### config.mk
export PLATFORM = sky130hd
export DESIGN_NAME = sdu_clk_ctrl
export DESIGN_NICKNAME = d
export VERILOG_FILES = /design/src/rtl/sdu_clk_ctrl.sv
export SDC_FILE = /design/constraint.sdc
export NUM_CORES = 1
export LEC_CHECK = 0
export ABC_CLOCK_PERIOD_IN_PS = 2500
export CORE_MARGIN = 1.5
export CORE_UTILIZATION = 42
export CTS_CLUSTER_DIAMETER = 120
export DETAILED_ROUTE_END_ITERATION = 8
export PLACE_DENSITY = 0.65
export SLEW_MARGIN = 0
export SYNTH_ARGS = -nofsm -noshare
export SYNTH_HDL_FRONTEND = slang
export SYNTH_SLANG_ARGS = --single-unit
### constraint.sdc
create_clock -name clk -period 2.5 [get_ports clk]
set_clock_uncertainty 0.1 [all_clocks]
set_input_delay 0.75 -clock clk [delete_from_list [all_inputs] [get_ports clk]]
set_output_delay 0.75 -clock clk [all_outputs]
set_load 0.02 [all_outputs]
### src/rtl/sdu_clk_ctrl.sv
// rtl/sdu_clk_ctrl.sv - debug clock controller: single-step, run-to-breakpoint, halt and CPU reset
// Each CPU cycle is a HI/LO pair of clk cycles; all CPU-facing outputs come straight from flops.
module sdu_clk_ctrl (
   input  logic        clk,
   input  logic        rst,
   input  logic        cmd_vld,
   output logic        cmd_rdy,
   input  logic [1:0]  cmd_op,
   input  logic [31:0] cmd_arg,
   input  logic [31:0] pc,
   output logic        cpu_clk,
   output logic        cpu_rstn,
   output logic        done_vld,
   input  logic        done_rdy,
   output logic [1:0]  done_code,
   output logic [31:0] cyc_cnt
);

   typedef enum logic [2:0] {
      S_INIT, S_IDLE, S_STEP_HI, S_STEP_LO, S_RUN_HI, S_RUN_LO, S_RST, S_REPORT
   } state_t;

   localparam logic [1:0] OP_STEP = 2'b00;
   localparam logic [1:0] OP_RUN  = 2'b01;
   localparam logic [1:0] OP_HALT = 2'b10;

   state_t      state_q, state_d;
   logic [2:0]  ph_q, ph_d;
   logic [15:0] step_q, step_d;
   logic [31:0] bp_q, bp_d;
   logic        halt_q, halt_d;
   logic [1:0]  code_q, code_d;
   logic [31:0] cyc_q, cyc_d;
   logic        cpu_clk_q, cpu_clk_d;
   logic        cpu_rstn_q, cpu_rstn_d;
   logic        acc;

   always_comb begin
      state_d    = state_q;
      ph_d       = ph_q;
      step_d     = step_q;
      bp_d       = bp_q;
      halt_d     = halt_q;
      code_d     = code_q;
      cyc_d      = cyc_q;
      cpu_rstn_d = cpu_rstn_q;
      cmd_rdy    = (state_q == S_IDLE) || (state_q == S_RUN_HI) || (state_q == S_RUN_LO);
      acc        = cmd_vld && cmd_rdy;

      case (state_q)
         // ph counts reset slots 1..4; the value after reset (0) is not a slot.
         S_INIT: begin
            ph_d       = ph_q + 3'd1;
            cpu_rstn_d = 1'b0;
            if (ph_q == 3'd4) begin
               state_d    = S_IDLE;
               ph_d       = 3'd0;
               cpu_rstn_d = 1'b1;
            end
         end
         S_IDLE: begin
            if (acc) begin
               case (cmd_op)
                  OP_STEP: begin
                     step_d  = (cmd_arg[15:0] == 16'd0) ? 16'd1 : cmd_arg[15:0];
                     state_d = S_STEP_HI;
                  end
                  OP_RUN: begin
                     bp_d    = cmd_arg;
                     halt_d  = 1'b0;
                     state_d = S_RUN_HI;
                  end
                  OP_HALT: begin
                     code_d  = 2'b10;
                     state_d = S_REPORT;
                  end
                  default: begin
                     ph_d       = 3'd1;
                     cpu_rstn_d = 1'b0;
                     state_d    = S_RST;
                  end
               endcase
            end
         end
         S_STEP_HI: state_d = S_STEP_LO;
         S_STEP_LO: begin
            cyc_d  = cyc_q + 32'd1;
            step_d = step_q - 16'd1;
            if (step_q == 16'd1) begin
               code_d  = 2'b00;
               state_d = S_REPORT;
            end else begin
               state_d = S_STEP_HI;
            end
         end
         S_RUN_HI: begin
            if (acc) halt_d = 1'b1;
            state_d = S_RUN_LO;
         end
         S_RUN_LO: begin
            cyc_d  = cyc_q + 32'd1;
            halt_d = 1'b0;
            if (!bp_q[0] && (pc == bp_q)) begin
               code_d  = 2'b01;
               state_d = S_REPORT;
            end else if (acc || halt_q) begin
               code_d  = 2'b10;
               state_d = S_REPORT;
            end else begin
               state_d = S_RUN_HI;
            end
         end
         S_RST: begin
            ph_d = ph_q + 3'd1;
            if (ph_q == 3'd4) begin
               state_d    = S_REPORT;
               code_d     = 2'b11;
               cyc_d      = 32'd0;
               cpu_rstn_d = 1'b1;
               ph_d       = 3'd0;
            end
         end
         S_REPORT: if (done_rdy) state_d = S_IDLE;
         default:  state_d = S_INIT;
      endcase

      cpu_clk_d = (state_d == S_STEP_HI) || (state_d == S_RUN_HI) ||
                  (((state_d == S_INIT) || (state_d == S_RST)) && ph_d[0]);
   end

   always_ff @(posedge clk) begin
      if (rst) begin
         state_q    <= S_INIT;
         ph_q       <= 3'd0;
         step_q     <= 16'd0;
         bp_q       <= 32'd0;
         halt_q     <= 1'b0;
         code_q     <= 2'b00;
         cyc_q      <= 32'd0;
         cpu_clk_q  <= 1'b0;
         cpu_rstn_q <= 1'b0;
      end else begin
         state_q    <= state_d;
         ph_q       <= ph_d;
         step_q     <= step_d;
         bp_q       <= bp_d;
         halt_q     <= halt_d;
         code_q     <= code_d;
         cyc_q      <= cyc_d;
         cpu_clk_q  <= cpu_clk_d;
         cpu_rstn_q <= cpu_rstn_d;
      end
   end

   assign cpu_clk   = cpu_clk_q;
   assign cpu_rstn  = cpu_rstn_q;
   assign done_vld  = (state_q == S_REPORT);
   assign done_code = code_q;
   assign cyc_cnt   = cyc_q;

endmodule

# Word-level counts from Yosys, hierarchy flattened
# Cells that the tools add are included.
[classes]
n_addsub = 3
mul = 0
n_div = 0
n_lt_le_gt_ge = 0
eq_ne = 24
n_shift = 0
mux = 35
bitwise = 0
n_reduce_logical = 30
[op_table]
columns = ["cell", "n"]
rows = [
  ["$pmux W32 S2", 1],
  ["$mux W16", 3],
  ["$add A32 B1 Y32 const B", 1],
  ["$eq A32 B32 Y1", 1],
  ["$mux W32", 1],
  ["$pmux W16 S2", 1],
  ["$mux W3", 8],
  ["$pmux W3 S8", 1],
  ["$eq A3 B3 Y1 const B", 7],
  ["$eq A16 B1 Y1 const B", 1],
  ["$logic_not A16 Y1", 1],
  ["$mux W2", 8],
  ["$sub A16 B1 Y16 const B", 1],
  ["$ne A2 B2 Y1 const B", 5],
  ["$eq A3 B2 Y1 const B", 3],
  ["$pmux W3 S3", 1],
  ["$reduce_and A3 Y1", 3],
  ["$pmux W2 S4", 1],
  ["$reduce_and A4 Y1", 2],
  ["$mux W1", 7],
  ["$logic_not A3 Y1", 2],
  ["$logic_or A1 B1 Y1", 6],
  ["$ne A2 B1 Y1 const B", 3],
  ["$pmux W1 S3", 2],
  ["other kinds (16)", 22],
]
[totals]
reg_bits = 91
latch_bits = 0
ramBits = 0
mem_bits_ro = 0
output_inout_bits = 38
elab_cells = 102
n_memories = 0

# Logic depth before layout (Yosys ltp)
[depth]
word_depth = 12
ltp_mapped = 10
depth_no_buf = 8

# Worst setup path before layout
# No wires, ideal clock.
[synth_timing]
kind = "in2reg"
startpoint = "input port pc[25]"
endpoint = "register state_q[0]"
setup_time_ns = 0.080
t_arrival_ns = 2.122
t_required_ns = 2.320
setup_slack_ns = 0.199
cell_stages = 6
path_buffers = 0
path_cell_list = "xor2_1 nor4_1 nand4_1 nor4_2 o21ai_0 a211oi_2"
[synth_via]
elab_chain_len = 4
[synth_rtl]
columns = ["element", "line", "text"]
rows = [
  ["start, declared", "10", "input logic [31:0] pc,"],
  ["$eq A32 B32 Y1", "103", "if (!bp_q[0] && (pc == bp_q)) begin"],
  ["$logic_and A1 B1 Y1", "103", ""],
  ["$mux W2", "103", ""],
  ["$pmux W3 S8", "50", "case (state_q)"],
  ["end signal, assigned", "143", "state_q <= state_d;"],
  ["end, declared", "27", "state_t state_q, state_d;"],
]
# No other way between the ends.
# A chain may end at the register's enable or synchronous reset.

# Worst setup path in the final report
[layout_timing]
startpoint = "input port pc[24]"
endpoint = "register code_q[0] (netlist: done_code[0])"
[layout_via]
elab_chain_len = 4
elab_cells_between_ends = 6
classes_between = "eq/ne (2); mux (2); reduce/logical (2)"
[layout_rtl]
columns = ["element", "line", "text"]
rows = [
  ["$eq A32 B32 Y1 *", "103", ""],
  ["$logic_and A1 B1 Y1 *", "103", ""],
  ["$ne A3 B1 Y1 (no line) or $mux W2 (tied branches)", "-", ""],
  ["$reduce_and A6 Y1 (no line) or $pmux W2 S4 (tied branches)", "-", ""],
  ["end signal, assigned", "148", "code_q <= code_d;"],
  ["end, declared", "32", "logic [1:0] code_q, code_d;"],
]
# Mark *: on every way between the ends. The rest lies on a longest branch, timed or not.

==> implementation parameters <==
Parameter                              Value

Cells and area
  Nets ... 818
  Final standard cell utilization of the core ... between 60% and 70%
  Fillers ... approximately 1,000
  Flip-flop and latch area ... roughly 1800 sq um
  Antenna cells ... 0
  Area of combinational cells with multiple inputs ... between 2000 and 3000 sq um
  Share of layout cells above drive strength 1 ... 10.83%
  Synthesis-to-layout area growth ... 38.63%

Detailed routing
  Number of design rule violations left after detail routing ... 0
  Post-detailed-routing wire length ... between 10,000 and 15,000 um
  Length of the first detailed-routing pass in iterations ... 5
  Post-detailed-route wirelength per cell ... 15.37 um
  Number of nets with antenna violations after routing ... 0
  Starting DRT DRC Count ... between 300 and 400
  Post-DR vias/cell ... between 5 and 6
  Via total after detailed routing ... 4,806

Logic synthesis
  Netlist area before placement ... roughly 4800 sq um
  Number of distinct library cells after synthesis ... between 60 and 70
  Top flip-flop cell by instance count after synthesis ... dfxtp_1
  Cells taking the most area after synthesis ... dfxtp_1, nand2_1, a21oi_1
  Simple logic cell fraction of the synthesized area ... around 29%
  Average cell area after synthesis ... approximately 7.7 sq um
  Top cells by count, synth ... nand2_1, dfxtp_1, a21oi_1
  Area share of the largest cell type after synthesis ... roughly two fifths
  Flop and latch count out of synthesis ... between 90 and 100
  Xor/xnor cell area share of the yosys netlist ... around 7.1%
  Portion of the post-synthesis area used by sequential elements ... a little under two fifths
  Top cell type by total area after synthesis ... dfxtp_1
  Share of synthesized cell area in full adder, half adder and majority cells ... 1.312%
  Share of synthesized flip-flops with an asynchronous set or reset ... 0%
  Dominant combinational cell family by area after synthesis ... simple AND/OR/NAND/NOR gates
  Mux contribution to synthesized area ... roughly 1.4%
  Count of flip-flops with a built-in enable after synthesis ... 0
  Compound-Gate Fraction of Synth Area ... 18.95%
  Cell count after synthesis ... 618
  Net count after synthesis ... 693
  Most instantiated library cell after synthesis ... nand2_1
  Synth warnings ... 0

Timing
  Final setup viols ... 0
  Tcrit/Tclk final ... 94.48%
  Hold Fails Final Rpt ... 0
  Worst-case setup margin in the final layout ... 0.1381 ns
  Max transition margin ... around 57%
  Top achievable clock speed ... approximately 0.42 GHz
  RSZ-0062 raised after global routing ... false
  Final slew viol count ... 0
  Minimum clock period after layout ... about 2.4 ns
  Total negative setup slack ... 0 ns
  Least-Margin Pin Slew ... between 0.6 and 0.7 ns

Global routing
  Maximum number of pins on one net before global-route repair ... 40
  Antenna violations before repair ... 0
  First-pass GRT wire length ... about 22,000 um
  Vias in the first global route ... 4,469
  GR Overflow Total ... 0
  All-Layer GR Usage ... between 20 and 25%

Worst setup path
  Required time at the endpoint of the critical path ... 2.65 ns
  Kind of end point of the critical path ... flip-flop
  CP Data Arrival Time ... about 2.5 ns
  Worst-path maximum fanout ... 6
  Launching element type of the critical path ... input pin
  Class of the most critical setup path ... in2reg

Clock network
  CTS tree ... yes
  Number of sinks on the clock net ... 91
  Number of buffers inserted by hold repair at cts ... 0
  CTS Root Cell ... clkbuf_16
  Deepest clock path buffer count ... 2
  Latest clock arrival within the worst-skew pair ... approximately 0.34 ns
  CTS H-tree lvls ... 3
  Inserted Clock Buffers ... 9
  Clock transition at path regs ... 0.06 ns

Run
  Max-cap violations ... 0

Placed design
  GP Congestion ... approximately 0.9
  Count of input and output buffers ... 107
  Estimated wirelength of the detail-placed design ... between 10,000 and 15,000 um
  Worst slack, placed ... -0.3860 ns

Pwr
  Overall power of the completed layout ... ~3.9 mW
  Power density cells ... slightly below 600 nW/um^2
  Leak ... about 2.4 nW
  IR Drop Worst-Case VDD ... ~0.6 mV

Die
  Area of the die ... 12,000 sq um
  Effective utilization at floorplan ... 43.60%
  Top-Level Pins ... 108
  Width of the chip ... approximately 110 um
  DIE HEIGHT ... approximately 110 um
  Floorplan Core Area ... ~11,000 sq um
  Number of core rows ... 38

Hold path
  Class of the tightest hold or removal check ... reg2reg

Run status
  Outcome ... complete, no violations
[worst max-delay path, cell delays in order]
cell and delay [ns]:
clkdlybuf4s50_1 0.41, xor2_1 0.15, nor4_1 0.27, nand4_1 0.18, nor4_2 0.28, buf_4 0.19, buf_6 0.10, nor3_1 0.04
nor4_2 0.14
[per-layer routing]
metal | wire (um) | global-route usage (%) | vias up | share of wire [%]
met5 | 0 | 0 | - | 0
met4 | 177 | 6.215 | 0 | 1.3
met3 | 667 | 4.268 | 17 | 4.9
met2 | 6277 | 36.34 | 111 | 46
met1 | 6527 | 31.77 | 2247 | 48
li1 | - | - | 2431 | -
[registers in the layout, indices dropped and copies added (netlist names)]
| signal | count |
|---|---|
| done_code | 2 |
| ph_q | 3 |
| state_q | 3 |
| bp_q | 32 |
| halt_q | 1 |
| cyc_cnt | 32 |
| cpu_rstn | 1 |
| cpu_clk | 1 |
| step_q | 16 |
[final timing paths]
| check | to | cells past startpoint | startpoint | slack, ns |
|---|---|---|---|---|
| max | done_code[0] | 9 | pc[24] | 0.14 |
| min | bp_q[28] | 2 | bp_q[28] | 0.37 |
| max reg2reg | cyc_cnt[27] | 7 | state_q[1] | 0.22 |
| min reg2reg | bp_q[28] | 2 | bp_q[28] | 0.37 |
[cells by family (layout without fill, tap and decap cells)]
group / after synthesis / count (layout)
simple gates: 282 / 282
compound gates: 150 / 150
flops: 91 / 91
buf+inv: 46 / 176
xor+xnor: 38 / 38
mux: 6 / 6
fa+ha+maj: 5 / 5
[cells in the final DEF (no fill, tap or decap), types with 13 or more instances in the layout]
cell type          n
buf_4             37
o21ai_0           26
clkdlybuf4s50_1  100
nor2_1            47
a21oi_1           71
nand3_1           31
nand2_1          117
dfxtp_1           91
nand4_1           13
xor2_1            26
[cell type report]
| cell class | count | share of cell area, % |
|---|---|---|
| clock buffer | 9 | 3.407 |
| clock inverter | 7 | 2.120 |
| inverter | 12 | 0.6814 |
| multi-input combinational | 481 | 42.06 |
| sequential | 91 | 27.56 |
| tap | 140 | 2.650 |
| timing repair buffer | 148 | 21.52 |
[through the flow]
step,hold slack (ns),instance area (sq um),cells
3_5_place_dp,0.3627,6207,871
5_1_grt,0.3844,6610,888
4_1_cts,0.3712,6576,887
6_report,0.3697,6610,888
2_1_floorplan,0.3370,4768,618
3_3_place_gp,0.3563,6207,871
[timing repair]
action,4_1_cts,5_1_grt
setup buffers,0,1
resized for setup,3,8
pin swaps,2,8
setup endpoints to repair,4,2
[power by group]
part           switching (mW)  internal, mW
Clock                   0.569          1.08
Sequential             0.0429          1.51
Combinational           0.391         0.344
(Power assumes the default switching activity.)
